===== src/rtl/mem_port_arbiter.sv =====
// Arbitrates one single-ported, fixed-latency memory between instruction fetch and load/store,
// returning data with a one-cycle ready pulse and stalling the core while an access is pending.
module mem_port_arbiter #(
  parameter int ADDR_W     = 32,
  parameter int LATENCY    = 2,
  parameter int MAX_STREAK = 4
) (
  input  logic              clk,
  input  logic              reset,
  input  logic              if_req,
  input  logic [ADDR_W-1:0] if_addr,
  output logic              if_ready,
  output logic [31:0]       if_rdata,
  input  logic              ls_req,
  input  logic              ls_we,
  input  logic [ADDR_W-1:0] ls_addr,
  input  logic [31:0]       ls_wdata,
  input  logic [3:0]        ls_be,
  output logic              ls_ready,
  output logic [31:0]       ls_rdata,
  output logic              mem_en,
  output logic              mem_we,
  output logic [ADDR_W-1:0] mem_addr,
  output logic [31:0]       mem_wdata,
  output logic [3:0]        mem_be,
  input  logic [31:0]       mem_rdata,
  output logic              cpu_stall
);

  typedef enum logic [1:0] {
    ST_IDLE   = 2'd0,
    ST_ACCESS = 2'd1,
    ST_DONE   = 2'd2
  } state_e;

  localparam logic [3:0] CNT_INIT   = 4'(LATENCY - 1);
  localparam logic [3:0] STREAK_MAX = 4'(MAX_STREAK);

  state_e              state_q, state_d;
  logic [3:0]          cnt_q, cnt_d;
  logic [3:0]          streak_q, streak_d;
  logic                owner_lsu_q, owner_lsu_d;
  logic [ADDR_W-1:0]   addr_q, addr_d;
  logic                we_q, we_d;
  logic [31:0]         wdata_q, wdata_d;
  logic [3:0]          be_q, be_d;
  logic                mem_en_q, mem_en_d;
  logic                mem_we_q, mem_we_d;
  logic                if_ready_q, if_ready_d;
  logic                ls_ready_q, ls_ready_d;
  logic [31:0]         if_rdata_q, if_rdata_d;
  logic [31:0]         ls_rdata_q, ls_rdata_d;
  logic                gnt_lsu_s;
  logic                gnt_ifu_s;

  // Next-state, grant decision and latched access parameters
  always_comb begin
    state_d     = state_q;
    cnt_d       = cnt_q;
    streak_d    = streak_q;
    owner_lsu_d = owner_lsu_q;
    addr_d      = addr_q;
    we_d        = we_q;
    wdata_d     = wdata_q;
    be_d        = be_q;
    mem_en_d    = 1'b0;
    mem_we_d    = 1'b0;
    if_ready_d  = 1'b0;
    ls_ready_d  = 1'b0;
    if_rdata_d  = if_rdata_q;
    ls_rdata_d  = ls_rdata_q;
    gnt_lsu_s   = 1'b0;
    gnt_ifu_s   = 1'b0;

    case (state_q)
      ST_IDLE: begin
        // LSU carries the older instruction, so it wins unless IFU has waited too long
        if (ls_req && (!if_req || (streak_q < STREAK_MAX))) begin
          gnt_lsu_s = 1'b1;
        end else if (if_req) begin
          gnt_ifu_s = 1'b1;
        end else begin
          gnt_lsu_s = 1'b0;
        end

        if (!if_req) begin
          streak_d = 4'd0;
        end else if (gnt_lsu_s) begin
          streak_d = (streak_q == 4'hF) ? 4'hF : (streak_q + 4'd1);
        end else begin
          streak_d = 4'd0;
        end

        if (gnt_lsu_s) begin
          owner_lsu_d = 1'b1;
          addr_d      = {ls_addr[ADDR_W-1:2], 2'b00};
          we_d        = ls_we;
          wdata_d     = ls_wdata;
          be_d        = ls_be;
          cnt_d       = CNT_INIT;
          mem_en_d    = 1'b1;
          mem_we_d    = ls_we;
          state_d     = ST_ACCESS;
        end else if (gnt_ifu_s) begin
          owner_lsu_d = 1'b0;
          addr_d      = {if_addr[ADDR_W-1:2], 2'b00};
          we_d        = 1'b0;
          wdata_d     = 32'd0;
          be_d        = 4'hF;
          cnt_d       = CNT_INIT;
          mem_en_d    = 1'b1;
          mem_we_d    = 1'b0;
          state_d     = ST_ACCESS;
        end else begin
          state_d = ST_IDLE;
        end
      end

      ST_ACCESS: begin
        if (cnt_q == 4'd0) begin
          state_d = ST_DONE;
          if (owner_lsu_q) begin
            ls_ready_d = 1'b1;
            ls_rdata_d = we_q ? 32'd0 : mem_rdata;
          end else begin
            if_ready_d = 1'b1;
            if_rdata_d = mem_rdata;
          end
        end else begin
          cnt_d    = cnt_q - 4'd1;
          mem_en_d = 1'b1;
          mem_we_d = mem_we_q;
        end
      end

      ST_DONE: begin
        state_d = ST_IDLE;
      end

      default: begin
        state_d = ST_IDLE;
      end
    endcase
  end

  // State and output registers; reset aborts any access in flight
  always_ff @(posedge clk or posedge reset) begin
    if (reset) begin
      state_q     <= ST_IDLE;
      cnt_q       <= 4'd0;
      streak_q    <= 4'd0;
      owner_lsu_q <= 1'b0;
      addr_q      <= '0;
      we_q        <= 1'b0;
      wdata_q     <= 32'd0;
      be_q        <= 4'd0;
      mem_en_q    <= 1'b0;
      mem_we_q    <= 1'b0;
      if_ready_q  <= 1'b0;
      ls_ready_q  <= 1'b0;
      if_rdata_q  <= 32'd0;
      ls_rdata_q  <= 32'd0;
    end else begin
      state_q     <= state_d;
      cnt_q       <= cnt_d;
      streak_q    <= streak_d;
      owner_lsu_q <= owner_lsu_d;
      addr_q      <= addr_d;
      we_q        <= we_d;
      wdata_q     <= wdata_d;
      be_q        <= be_d;
      mem_en_q    <= mem_en_d;
      mem_we_q    <= mem_we_d;
      if_ready_q  <= if_ready_d;
      ls_ready_q  <= ls_ready_d;
      if_rdata_q  <= if_rdata_d;
      ls_rdata_q  <= ls_rdata_d;
    end
  end

  assign mem_en    = mem_en_q;
  assign mem_we    = mem_we_q;
  assign mem_addr  = addr_q;
  assign mem_wdata = wdata_q;
  assign mem_be    = be_q;
  assign if_ready  = if_ready_q;
  assign ls_ready  = ls_ready_q;
  assign if_rdata  = if_rdata_q;
  assign ls_rdata  = ls_rdata_q;
  // Released in DONE so the completing instruction can retire this cycle
  assign cpu_stall = (if_req || ls_req) && (state_q != ST_DONE);

endmodule


===== config.mk =====
export PLATFORM = sky130hd
export DESIGN_NAME = mem_port_arbiter
export DESIGN_NICKNAME = d
export VERILOG_FILES = /design/src/rtl/mem_port_arbiter.sv
export SDC_FILE = /design/constraint.sdc
export NUM_CORES = 1
export LEC_CHECK = 0
export ABC_AREA = 1
export CAP_MARGIN = 20
export CORE_MARGIN = 2
export CORE_UTILIZATION = 40
export CTS_BUF_LIST = sky130_fd_sc_hd__clkbuf_2
export CTS_CLUSTER_DIAMETER = 60
export CTS_CLUSTER_SIZE = 24
export DETAILED_ROUTE_END_ITERATION = 16
export PLACE_DENSITY = 0.83
export SYNTH_ARGS = -nofsm -noshare
export SYNTH_HDL_FRONTEND = slang
export SYNTH_SLANG_ARGS = --single-unit

===== constraint.sdc =====
create_clock -name clk -period 5.2 [get_ports clk]
set_input_delay 1.56 -clock clk [delete_from_list [all_inputs] [get_ports clk]]
set_output_delay 1.56 -clock clk [all_outputs]
set_load 0.1 [all_outputs]

Word level (Yosys, flattened, before mapping)
Cells that the tools add are included.
{"block": "word_totals", "register_bits": 148, "inputBits": 137, "word_cells": 76}
{"block": "classes", "add_sub_neg": 2, "order_cmp": 1, "eq_ne": 6, "mux": 39, "bitwise_logic": 1, "n_reduce_logical": 13}
{"op": "two-way mux 32 bit", "n": 5}
{"op": "two-way mux 4 bit", "n": 8}
{"op": "two-way mux 1 bit", "n": 21}
{"op": "AND reduction 3 bit", "n": 3}
{"op": "case mux 4 bit (2 select lines)", "n": 1}
{"op": "!= test 2 bit (second input constant)", "n": 3}
{"op": "adder 4 x 1 -> 4 bit (second input constant)", "n": 1}
{"op": "equality test 4 bit (second input constant)", "n": 1}
{"op": "zero test 4 bit", "n": 1}
{"op": "< comparator 4 x 3 -> 1 bit (second input constant)", "n": 1}
{"op": "case mux 1 bit (2 select lines)", "n": 2}
{"op": "case mux 2 bit (2 select lines)", "n": 1}
{"op": "nonzero test 2 bit", "n": 2}
{"op": "subtractor 4 x 1 -> 4 bit (second input constant)", "n": 1}
{"op": "!= test 3 bit (second input constant)", "n": 1}
{"op": "equality test 2 x 1 -> 1 bit (second input constant)", "n": 1}
{"op": "logical AND 1 bit", "n": 2}
{"op": "zero test 2 bit", "n": 1}
{"op": "logical OR 1 bit", "n": 2}
{"op": "two-way mux 2 bit", "n": 1}
{"op": "AND reduction 2 bit", "n": 1}
{"op": "zero test 1 bit", "n": 1}
{"op": "inverter 1 bit", "n": 1}

Logic depth before layout (Yosys ltp)
{"block": "logic_depth", "depth_word": 8, "ltp_mapped": 9}

Worst setup path before layout
Ideal clock, no wire load.
{"block": "synth_path", "path_kind": "input to output", "start": "in ls_req", "end": "out cpu_stall", "t_arrival_ps": 3555, "required_time_ps": 3640, "path_slack_ps": 85, "cell_stages": 4, "n_path_buf": 2, "cell_sequence": "buf_2 buf_1 nor2_1 a21oi_1"}
{"block": "synth_between", "elab_chain_cells": 2}
{"item": "start: declaration", "line": "14", "rtl": "input logic ls_req,"}
{"item": "logical OR 1 bit", "line": "191", "rtl": "assign cpu_stall = (if_req || ls_req) && (state_q != ST_DONE);"}
{"item": "logical AND 1 bit", "line": "191"}
{"item": "end: declaration", "line": "27", "rtl": "output logic cpu_stall"}
Every way passes these cells.

Final worst setup path
{"block": "layout_path", "start": "in if_req", "end": "out cpu_stall"}
{"block": "layout_between", "elab_chain_cells": 2}
{"item": "start: declaration", "line": "10", "rtl": "input logic if_req,"}
{"item": "logical OR 1 bit", "line": "191"}
{"item": "logical AND 1 bit", "line": "191"}
Every way passes these cells.

==> impl_metrics.py <==
metrics = {
    "global_routing": {
        "grt_max_degree": 89,
        "grt_pass1_vias": 5432,
        "grt_pass1_wl_um": 27100,
        "antenna_found_initial": 1,
        "groute.usage.overall_pct": 20.6,
        "grt_overflow_total": 0,
    },
    "routing": {
        "avgRoutedWirePerCell_um": 14.4,
        "via_count": 5709,
        "drc_errors": 0,
        "wirelength_um": 17600,
        "first_pass_iters": 7,
        "final_antenna_net_count": 0,
        "vias_per_cell": 4.66,
        "dr.first_iter.drc_count": 294,
    },
    "die": {
        "rows": 46,
        "start_util_pct": 40.4,
        "die_y_um": 130,
        "die_w_um": 130,
        "boundaryPins": 274,
        "coreArea_um2": 15700,
        "die_area_um2": 16900,
    },
    "synthesis": {
        "syn-cell-area_um2": 6350,
        "synth.most_common_cell": "nand2_1",
        "synth-seq-area-share_pct": 57.5,
        "yosys-top-cells-count": "371 x nand2_1, 146 x dfrtp_1, 39 x inv_1",
        "synth-seq-cells": 146,
        "yosys.cell_types.count": 25,
        "ys_warn_count": 0,
        "synthTopCellsByArea": "dfrtp_1 58%, nand2_1 22%, nand3b_1 3.5%, o21ai_2 3.3%, nand3_1 2.6%",
        "synthCells": 739,
        "yosysTopAreaCellShare_pct": 57.5,
        "syn_avg_cell_area_um2": 8.59,
        "ys.flop_type": "dfrtp_1",
        "yosysTopAreaCell": "dfrtp_1",
        "synth_edf_count": 0,
        "async_reset_ff_share_pct": 100,
    },
    "cts": {
        "cts_tree": "done",
        "clockBufferDepth": 2,
        "clkSinkCount": 146,
        "cts_buffers": 17,
        "cts_setup_buffers": 0,
        "clkLatencyLatePin_ns": 0.68,
        "htreeDepth": 4,
        "cts_hold_buf": 0,
        "cts.reportedPaths.clkPinSlew_ns": 0.20,
        "post_cts_resized": 0,
        "cts-root-buf": "clkbuf_2",
    },
    "run_status": {
        "outcome": "finished clean",
    },
    "sta": {
        "rsz0062_at_grt": "false",
        "drv_slew": 0,
        "fin_crit_ns": 4.23,
        "hold_violations": 0,
        "fin_worst_skew_ns": 0.0286,
        "relSlewSlack_pct": 29.6,
        "tightest_slew_ns": 1.05,
        "fin_setup_tns_ns": 0,
        "max_freq_ghz": 0.236,
        "setup_viol": 0,
        "post-route-period-util_pct": 81.3,
    },
    "setup_path": {
        "critPathLaunchType": "primary input",
        "crit_type": "in -> out",
        "reg2reg_slack_ns": 2.74,
        "worstPathArrival_ns": 2.67,
        "crit_required_ns": 3.64,
        "cp_max_fo": 4,
        "end_kind": "output pin",
    },
    "cells_and_area": {
        "multi_input_area_um2": 2300,
        "finalNetCount": 1134,
        "final_cells": 1224,
        "syn_to_final_growth_pct": 48.4,
        "drive_gt1_share_pct": 7.65,
        "register_area_um2": 3650,
        "fillers": 1397,
    },
    "place": {
        "placed_cells": 1190,
        "dp_hpwl_um": 12200,
        "port_buffers": 267,
        "place_congestion": 0.774,
    },
    "min_path": {
        "hold_path.class": "reg -> reg",
    },
    "flow_run": {
        "maxCapViolCount": 0,
    },
}
==> cell families after synthesis <==
logic type	synth area share (%)
simple gates	29.8
flops	57.5
buf+inv	6.32
compound gates	5.58
fa+ha+maj	0.591
xor+xnor	0.138
other cells	0.0591
==> cell usage in the layout (no fill, tap or decap), drive strengths merged <==
cell type,instances
diode,1
o21bai,1
a21oi,2
nand3,33
dfrtp,146
ha,3
nand3b,30
buf,10
clkdlybuf4s50,266
nor2,15
clkbuf,17
nand4,2
conb,2
clkinv,4
bufinv,2
clkinvlp,5
xor2,1
inv,47
o21ai,47
nand2,374
==> stage by stage <==
stage               util (%)  worst slack, ns  hold slack [ns]  instance area, um2
global route            60.0            0.922            0.530                9420
CTS                     59.8            0.964            0.512                9400
floorplan                  -           0.0852            0.479                6360
finish                  60.0            0.971            0.504                9420
detailed placement      58.3            0.962            0.464                9160
global placement        58.3            0.996            0.461                9160
==> sequential cells by signal (all words and copies together), names as in the netlist <==
signal,count
mem_be,4
we_q,1
if_ready,1
owner_lsu_q,1
mem_wdata,32
ls_ready,1
mem_en,1
streak_q,4
ls_rdata,32
if_rdata,32
state_q,2
mem_addr,30
mem_we,1
cnt_q,4
==> final timing paths <==
check	from	to	cells after the start
setup / recovery	if_req	cpu_stall	4
max in group asynchronous	reset	mem_wdata[25]	3
setup reg to reg	cnt_q[0]	if_rdata[27]	8
hold reg to reg	mem_wdata[21]	mem_wdata[21]	2
hold / removal	mem_wdata[21]	mem_wdata[21]	2
min in group asynchronous	reset	if_rdata[20]	3
==> area by class of cell <==
cell class,instances,share of cell area (%)
Clock buffer,17,0.903
Tap cell,216,2.87
Timing Repair Buffer,276,29.6
Multi-Input combinational cell,510,24.4
Clock inverter,15,1.67
Antenna cell,1,0.0266
Inverter,43,1.75
Sequential cell,146,38.8
==> worst max-delay path, stage by stage <==
cell and delay [ns]:
clkdlybuf4s50_1 0.60, nor2_1 0.07, a21oi_1 0.22, buf_12 0.21
==> per-layer routing <==
metal | wire length [um] | global-route usage [%] | share of wire (%)
met4 | 262 | 6.96 | 1.5
met3 | 1570 | 7.18 | 8.9
met1 | 7190 | 24.8 | 41
met2 | 8600 | 34.7 | 49
met5 | 0 | 0 | 0
Power is left out: the tool's default activity adds up to more than one toggle a clock period on the data nets, which glitch-free logic cannot reach.
